===== src/rtl/ahbm_pkg.sv =====
// Shared AHB master definitions: FSM state encoding, AMBA field constants and
// a size-normalising helper reused by the PicoRV32 memory adapter.
package ahbm_pkg;

  typedef enum logic [2:0] {
    ST_IDLE  = 3'd0,
    ST_REQ   = 3'd1,
    ST_ADDR  = 3'd2,
    ST_DATA  = 3'd3,
    ST_RESP2 = 3'd4,
    ST_DONE  = 3'd5
  } ahbm_state_e;

  localparam logic [1:0] HTRANS_IDLE   = 2'b00;
  localparam logic [1:0] HTRANS_NONSEQ = 2'b10;

  localparam logic [1:0] HRESP_OKAY  = 2'b00;
  localparam logic [1:0] HRESP_ERROR = 2'b01;
  localparam logic [1:0] HRESP_RETRY = 2'b10;
  localparam logic [1:0] HRESP_SPLIT = 2'b11;

  localparam logic [2:0] HSIZE_BYTE = 3'b000;
  localparam logic [2:0] HSIZE_HALF = 3'b001;
  localparam logic [2:0] HSIZE_WORD = 3'b010;

  localparam logic [2:0] HBURST_SINGLE = 3'b000;

  // Any size code wider than a half-word is issued as a word transfer.
  function automatic logic [2:0] ahbm_norm_size(input logic [2:0] size);
    logic [2:0] norm;
    case (size)
      HSIZE_BYTE: norm = HSIZE_BYTE;
      HSIZE_HALF: norm = HSIZE_HALF;
      default:    norm = HSIZE_WORD;
    endcase
    return norm;
  endfunction

endpackage


===== src/rtl/ahbm_lane_rep.sv =====
// Write-data lane replication: the low-order byte or half-word is copied to
// every lane so the slave finds it regardless of which lane the address selects.
module ahbm_lane_rep
  import ahbm_pkg::*;
(
  input  logic [2:0]  size,
  input  logic [31:0] wdata,
  output logic [31:0] wdata_rep
);

  // Replicate the active lanes according to the normalised transfer size.
  always_comb begin
    wdata_rep = wdata;
    case (size)
      HSIZE_BYTE: wdata_rep = {4{wdata[7:0]}};
      HSIZE_HALF: wdata_rep = {2{wdata[15:0]}};
      default:    wdata_rep = wdata;
    endcase
  end

endmodule


===== src/rtl/picorv32_ahb_master.sv =====
// Single-transfer AHB 2.0 master behind the PicoRV32 memory adapter.
// Optional watchdog on bus waits is enabled by defining AHBM_TIMEOUT_EN.
module picorv32_ahb_master
  import ahbm_pkg::*;
#(
  parameter logic [3:0]  HMASTER_ID     = 4'd0,
  parameter int unsigned TIMEOUT_CYCLES = 32'd1023
) (
  input  logic        clk,
  input  logic        resetn,
  input  logic        ui_valid,
  input  logic [31:0] ui_addr,
  input  logic [2:0]  ui_size,
  input  logic        ui_write,
  input  logic [31:0] ui_wdata,
  input  logic [3:0]  ui_prot,
  input  logic        ui_lock,
  output logic        ui_accept,
  output logic        ui_done,
  output logic        ui_error,
  output logic [31:0] ui_rdata,
  output logic        hbusreq,
  output logic        hlock,
  input  logic        hgrant,
  input  logic        hready,
  input  logic [1:0]  hresp,
  output logic [1:0]  htrans,
  output logic [31:0] haddr,
  output logic        hwrite,
  output logic [2:0]  hsize,
  output logic [2:0]  hburst,
  output logic [3:0]  hprot,
  output logic [31:0] hwdata,
  input  logic [31:0] hrdata,
  output logic [3:0]  hmaster_idx
);

  ahbm_state_e state_q, state_d;

  logic [31:0] addr_q, addr_d;
  logic [2:0]  size_q, size_d;
  logic        write_q, write_d;
  logic [31:0] wdata_q, wdata_d;
  logic [3:0]  prot_q, prot_d;
  logic        lock_q, lock_d;
  logic        err_s;

  logic        ui_accept_q, ui_accept_d;
  logic        ui_done_q, ui_done_d;
  logic        ui_error_q, ui_error_d;
  logic [31:0] ui_rdata_q, ui_rdata_d;
  logic        hbusreq_q, hbusreq_d;
  logic        hlock_q, hlock_d;
  logic [1:0]  htrans_q, htrans_d;
  logic [31:0] haddr_q, haddr_d;
  logic        hwrite_q, hwrite_d;
  logic [2:0]  hsize_q, hsize_d;
  logic [3:0]  hprot_q, hprot_d;
  logic [31:0] hwdata_q, hwdata_d;

  logic [2:0]  size_norm_s;
  logic [31:0] wdata_rep_s;

`ifdef AHBM_TIMEOUT_EN
  localparam logic [15:0] TIMEOUT_LIM = 16'(TIMEOUT_CYCLES);
  logic [15:0] tmo_cnt_q, tmo_cnt_d;
  logic [15:0] tmo_next_s;
  logic        tmo_hit_s;
`else
  logic unused_timeout_s;
  assign unused_timeout_s = ^TIMEOUT_CYCLES;
`endif

  assign size_norm_s = ahbm_norm_size(ui_size);

  // Replication is applied at capture so the held data is already bus-ready.
  ahbm_lane_rep u_lane_rep (
    .size      (size_norm_s),
    .wdata     (ui_wdata),
    .wdata_rep (wdata_rep_s)
  );

  // Next state, request capture and completion data.
  always_comb begin
    state_d    = state_q;
    addr_d     = addr_q;
    size_d     = size_q;
    write_d    = write_q;
    wdata_d    = wdata_q;
    prot_d     = prot_q;
    lock_d     = lock_q;
    ui_rdata_d = ui_rdata_q;
    err_s      = 1'b0;

    case (state_q)
      ST_IDLE: begin
        if (ui_valid) begin
          state_d = ST_REQ;
          addr_d  = ui_addr;
          size_d  = size_norm_s;
          write_d = ui_write;
          wdata_d = wdata_rep_s;
          prot_d  = ui_prot;
          lock_d  = ui_lock;
        end else begin
          state_d = ST_IDLE;
        end
      end
      ST_REQ: begin
        if (hgrant && hready) begin
          state_d = ST_ADDR;
        end else begin
          state_d = ST_REQ;
        end
      end
      ST_ADDR: begin
        if (hready) begin
          state_d = ST_DATA;
        end else begin
          state_d = ST_ADDR;
        end
      end
      ST_DATA: begin
        if (!hready) begin
          if (hresp == HRESP_OKAY) begin
            state_d = ST_DATA;
          end else begin
            state_d = ST_RESP2;
          end
        end else if (hresp == HRESP_OKAY) begin
          state_d    = ST_DONE;
          ui_rdata_d = hrdata;
        end else if (hresp == HRESP_ERROR) begin
          state_d = ST_DONE;
          err_s   = 1'b1;
        end else begin
          // A one-cycle RETRY/SPLIT is out of protocol; re-issue anyway.
          state_d = ST_REQ;
        end
      end
      ST_RESP2: begin
        if (!hready) begin
          state_d = ST_RESP2;
        end else if ((hresp == HRESP_RETRY) || (hresp == HRESP_SPLIT)) begin
          state_d = ST_REQ;
        end else begin
          state_d = ST_DONE;
          err_s   = 1'b1;
        end
      end
      ST_DONE: begin
        state_d = ST_IDLE;
      end
      default: begin
        state_d = ST_IDLE;
      end
    endcase

`ifdef AHBM_TIMEOUT_EN
    // REQ counts every stalled cycle so a missing grant also expires.
    if (state_d != state_q) begin
      tmo_next_s = 16'd0;
    end else if ((state_q == ST_REQ) ||
                 (((state_q == ST_DATA) || (state_q == ST_RESP2)) && !hready)) begin
      tmo_next_s = tmo_cnt_q + 16'd1;
    end else begin
      tmo_next_s = tmo_cnt_q;
    end
    tmo_hit_s = (state_q inside {ST_REQ, ST_DATA, ST_RESP2}) && (tmo_next_s == TIMEOUT_LIM);
    if (tmo_hit_s) begin
      state_d   = ST_DONE;
      err_s     = 1'b1;
      tmo_cnt_d = 16'd0;
    end else begin
      tmo_cnt_d = tmo_next_s;
    end
`endif
  end

  // Output values for the cycle after this edge, decoded from the next state.
  always_comb begin
    ui_accept_d = 1'b0;
    ui_done_d   = 1'b0;
    ui_error_d  = 1'b0;
    hbusreq_d   = 1'b0;
    hlock_d     = 1'b0;
    htrans_d    = HTRANS_IDLE;
    haddr_d     = 32'h0000_0000;
    hwrite_d    = 1'b0;
    hsize_d     = 3'b000;
    hprot_d     = 4'h0;
    hwdata_d    = 32'h0000_0000;

    if ((state_q == ST_IDLE) && (state_d == ST_REQ)) begin
      ui_accept_d = 1'b1;
    end else begin
      ui_accept_d = 1'b0;
    end

    case (state_d)
      ST_REQ: begin
        hbusreq_d = 1'b1;
        hlock_d   = lock_d;
      end
      ST_ADDR: begin
        hbusreq_d = 1'b1;
        hlock_d   = lock_d;
        htrans_d  = HTRANS_NONSEQ;
        haddr_d   = addr_d;
        hwrite_d  = write_d;
        hsize_d   = size_d;
        hprot_d   = prot_d;
      end
      ST_DATA: begin
        hlock_d  = lock_d;
        hwdata_d = wdata_d;
      end
      ST_RESP2: begin
        hlock_d = lock_d;
      end
      ST_DONE: begin
        hlock_d    = lock_d;
        ui_done_d  = 1'b1;
        ui_error_d = err_s;
      end
      default: begin
        hlock_d = 1'b0;
      end
    endcase
  end

  // State, captured request and registered outputs.
  always_ff @(posedge clk or negedge resetn) begin
    if (!resetn) begin
      state_q     <= ST_IDLE;
      addr_q      <= 32'h0000_0000;
      size_q      <= 3'b000;
      write_q     <= 1'b0;
      wdata_q     <= 32'h0000_0000;
      prot_q      <= 4'h0;
      lock_q      <= 1'b0;
      ui_accept_q <= 1'b0;
      ui_done_q   <= 1'b0;
      ui_error_q  <= 1'b0;
      ui_rdata_q  <= 32'h0000_0000;
      hbusreq_q   <= 1'b0;
      hlock_q     <= 1'b0;
      htrans_q    <= HTRANS_IDLE;
      haddr_q     <= 32'h0000_0000;
      hwrite_q    <= 1'b0;
      hsize_q     <= 3'b000;
      hprot_q     <= 4'h0;
      hwdata_q    <= 32'h0000_0000;
`ifdef AHBM_TIMEOUT_EN
      tmo_cnt_q   <= 16'd0;
`endif
    end else begin
      state_q     <= state_d;
      addr_q      <= addr_d;
      size_q      <= size_d;
      write_q     <= write_d;
      wdata_q     <= wdata_d;
      prot_q      <= prot_d;
      lock_q      <= lock_d;
      ui_accept_q <= ui_accept_d;
      ui_done_q   <= ui_done_d;
      ui_error_q  <= ui_error_d;
      ui_rdata_q  <= ui_rdata_d;
      hbusreq_q   <= hbusreq_d;
      hlock_q     <= hlock_d;
      htrans_q    <= htrans_d;
      haddr_q     <= haddr_d;
      hwrite_q    <= hwrite_d;
      hsize_q     <= hsize_d;
      hprot_q     <= hprot_d;
      hwdata_q    <= hwdata_d;
`ifdef AHBM_TIMEOUT_EN
      tmo_cnt_q   <= tmo_cnt_d;
`endif
    end
  end

  assign ui_accept   = ui_accept_q;
  assign ui_done     = ui_done_q;
  assign ui_error    = ui_error_q;
  assign ui_rdata    = ui_rdata_q;
  assign hbusreq     = hbusreq_q;
  assign hlock       = hlock_q;
  assign htrans      = htrans_q;
  assign haddr       = haddr_q;
  assign hwrite      = hwrite_q;
  assign hsize       = hsize_q;
  assign hburst      = HBURST_SINGLE;
  assign hprot       = hprot_q;
  assign hwdata      = hwdata_q;
  assign hmaster_idx = HMASTER_ID;

endmodule


===== config.mk =====
export PLATFORM = sky130hd
export DESIGN_NAME = picorv32_ahb_master
export DESIGN_NICKNAME = d
export VERILOG_FILES = /design/src/rtl/ahbm_pkg.sv /design/src/rtl/ahbm_lane_rep.sv /design/src/rtl/picorv32_ahb_master.sv
export SDC_FILE = /design/constraint.sdc
export NUM_CORES = 1
export LEC_CHECK = 0
export ABC_CLOCK_PERIOD_IN_PS = 1600
export CORE_AREA = 2 2 129 143
export CTS_CLUSTER_SIZE = 12
export DETAILED_ROUTE_END_ITERATION = 8
export DIE_AREA = 0 0 131 145
export PLACE_DENSITY = 0.72
export REMOVE_ABC_BUFFERS = 1
export SYNTH_ARGS = -nofsm -noshare
export SYNTH_HDL_FRONTEND = slang
export SYNTH_HIERARCHICAL = 1
export SYNTH_SLANG_ARGS = --single-unit
export TNS_END_PERCENT = 10

===== constraint.sdc =====
create_clock -name clk -period 1.6 [get_ports clk]
set_input_delay 0.16 -clock clk [delete_from_list [all_inputs] [get_ports clk]]
set_output_delay 0.16 -clock clk [all_outputs]
set_load 0.005 [all_outputs]

==> run summary <==
CTS Buf Count -> 17
failing checks -> negative setup slack
diode count -> 0
first-pass GRT wire length -> 27,400 um
crit-path cells -> buf_6, or4_4, o2111ai_4, nand3b_4, clkbuf_16, nor2b_4
Netlist cell types -> 35
design area -> 11,300 um^2
Hold Vio Cnt, Final -> 0
Top FF cell, synth -> dfrtp_1
# DRC -> 0
Vias -> 4,732
biggest area consumer among synthesized cells -> dfrtp_1
most common cell in the synthesized netlist -> dfrtp_1
CP bufs+invs -> 2
slowest cell on the critical path -> or4_4
Pwr Density -> 1670 nW/um^2
Hold Crit Class -> in -> async
pin count of the biggest net entering global routing -> 49
Initial Util -> 41.1%
post-route ant nets -> 0
Critical Path RT -> 1950 ps
CTS H-tree lvls -> 4
synth cell count leaders -> dfrtp_1, mux2_2, nor2b_1, mux2_1, o21ai_0
peak per-stage delay on the critical path -> 520 ps
CTS tree -> done
layout cells sized above 1 -> 30.9%
topmost layer with routed signal wires -> met4
Die W -> 131 um
Total Power -> 18.8 mW
DR WL met2 -> 9870 um
DP Area -> 9910 um^2
worst vdd ir -> 0.827 mV
wire length per cell -> 18.2 um
RSZ-0062 raised after global routing -> true
maximum fanout along the worst path -> 8
initial antenna violation count -> 0
Clk Latency, worst-skew pair -> 420 ps
Synth warnings -> 6
fin crit share -> 114%
Max Freq -> 548 MHz
number of max-cap violations -> 0
worst-case clock buffer depth -> 2
critical path type -> reg -> reg
DR WL met3 -> 1180 um
Pleak -> 5.07 nW
fin crit period -> 1820 ps
Final WS setup -> -224 ps
num ports -> 230
Critical Path AT -> 2180 ps
drt total wl -> 18,400 um
GRT Total Usage -> 18.7%
Post-synth ARST share -> 100%
area fraction of the dominant cell type after synthesis -> 64.5%
number of global-route vias before repair -> 5,214
startpoint types -> flip-flop
initial DRC count -> 200
Die Height -> 145 um
clock slew at reported path FFs -> 70 ps
Final nets -> 869
gpl congestion -> 0.831
Root Driver -> clkbuf_16
largest cells by area after synthesis -> dfrtp_1, mux2_2, nor2b_1
vias per cell -> 4.69
Post-Syn Area -> 7220 um^2
CP delay by family, top -> simple AND/OR/NAND/NOR gates
Clock Skews -> 8.15 ps
TritonRoute pass-1 iters -> 4
global route overflow -> 0
sequential share of the synthesized area -> 64.5%
number of port buffers -> 221
CTS sink count -> 186
Post-DP HPWL -> 11,900 um
# rows -> 51
total die area -> 19,000 um^2
Mapped Cells -> 485
Synth Register Bits -> 186
wl on met1 -> 7060 um
Avg Inst Size Synth -> 14.9 um^2
Pins Over Slew Limit -> 0
EDFF count, synth -> 0
CP Capture Type -> flip-flop
P&R area growth vs syn -> 56.4%
status -> finished, violations left
core area -> 17,500 um^2
Setup Viol. Count Final -> 173
## stage by stage
| step | instances | worst slack [ps] | util, % | hold slack, ps | TNS, ps |
|---|---|---|---|---|---|
| floorplan | 451 | -2120 | - | -136 | -315260 |
| global placement | 955 | -585 | 56.5 | 146 | -46820 |
| detailed placement | 955 | -618 | 56.5 | 148 | -51760 |
| CTS | 998 | -187 | 62.2 | 264 | -14960 |
| global route | 1008 | -279 | 64.3 | 288 | -29700 |
| finish | 1008 | -224 | 64.3 | 266 | -20270 |
## kinds of logic after synthesis
| logic type | after synthesis | share of synthesized area [%] |
|---|---|---|
| mux | 126 | 19.6 |
| flops | 186 | 64.5 |
| buf+inv | 45 | 4.71 |
| compound gates | 27 | 2.17 |
| simple gates | 100 | 8.98 |
| other cells | 1 | 0.0519 |
## layout make-up
type                       count  area [um^2]
clock buffer                  21          480
clock inverter                11          154
fill                        1285         6260
inverter                       3         11.3
multi-input combinational    262         2630
sequential                   186         4650
tap                          238          298
timing repair buffer         287         3060
## path summary, 6_finish.rpt
| path | startpoint | to | slack, ps | depth (start not counted) |
|---|---|---|---|---|
| setup / recovery | state_q[1] | haddr[22] | -220 | 6 |
| hold reg to reg | addr_q[25] | addr_q[25] | 480 | 1 |
| hold / removal | resetn | haddr[15] | 270 | 2 |
| max in group asynchronous | resetn | wdata_q[13] | 750 | 3 |
| setup reg to reg | state_q[1] | haddr[22] | -220 | 6 |
| min in group clk | hrdata[21] | ui_rdata[21] | 350 | 2 |
## what timing repair did
item,4_1_cts,5_1_grt
resized for setup,61,55
setup endpoints to repair,165,178
cloned,2,8
pin swaps,3,4
endpoints found under the hold margin,40,0
hold buffers,1,0
setup buffers,8,5
## power by group
group	switching, mW	internal [mW]
combinational	2.54	4.88
clock	1.80	2.66
sequential	0.595	6.35
total	4.94	13.9
## per-layer routing
metal  global-route usage, %  vias up
li1                        -     2159
met4                    5.74        0
met3                    5.94       18
met5                       0        -
met2                    32.8      158
met1                    21.5     2397
## cells in the final DEF (no fill, tap or decap), types with 2 or more instances in the layout
| cell | n |
|---|---|
| a21o_1 | 2 |
| buf_12 | 13 |
| buf_16 | 2 |
| buf_4 | 33 |
| buf_6 | 10 |
| buf_8 | 3 |
| bufinv_16 | 3 |
| clkbuf_16 | 22 |
| clkbuf_8 | 4 |
| clkdlybuf4s50_1 | 220 |
| clkinv_2 | 2 |
| conb_1 | 9 |
| dfrtp_1 | 186 |
| inv_1 | 3 |
| inv_6 | 4 |
| mux2_1 | 6 |
| mux2_2 | 51 |
| mux2_4 | 61 |
| mux2i_1 | 8 |
| nand2_1 | 5 |
| nand2b_1 | 2 |
| nand4_1 | 2 |
| nor2_1 | 4 |
| nor2_2 | 2 |
| nor2b_1 | 56 |
| nor2b_4 | 16 |
| o21ai_0 | 17 |
| o21ai_2 | 2 |
## registers in the layout, indices dropped and copies added (netlist names), 3 cells and up
name,cells
ui_rdata,32
state_q,3
hprot,4
hwdata,32
hsize,3
wdata_q,32
haddr,32
size_q,3
prot_q,4
addr_q,32
Note: power is estimated with default switching activity, not from simulation.
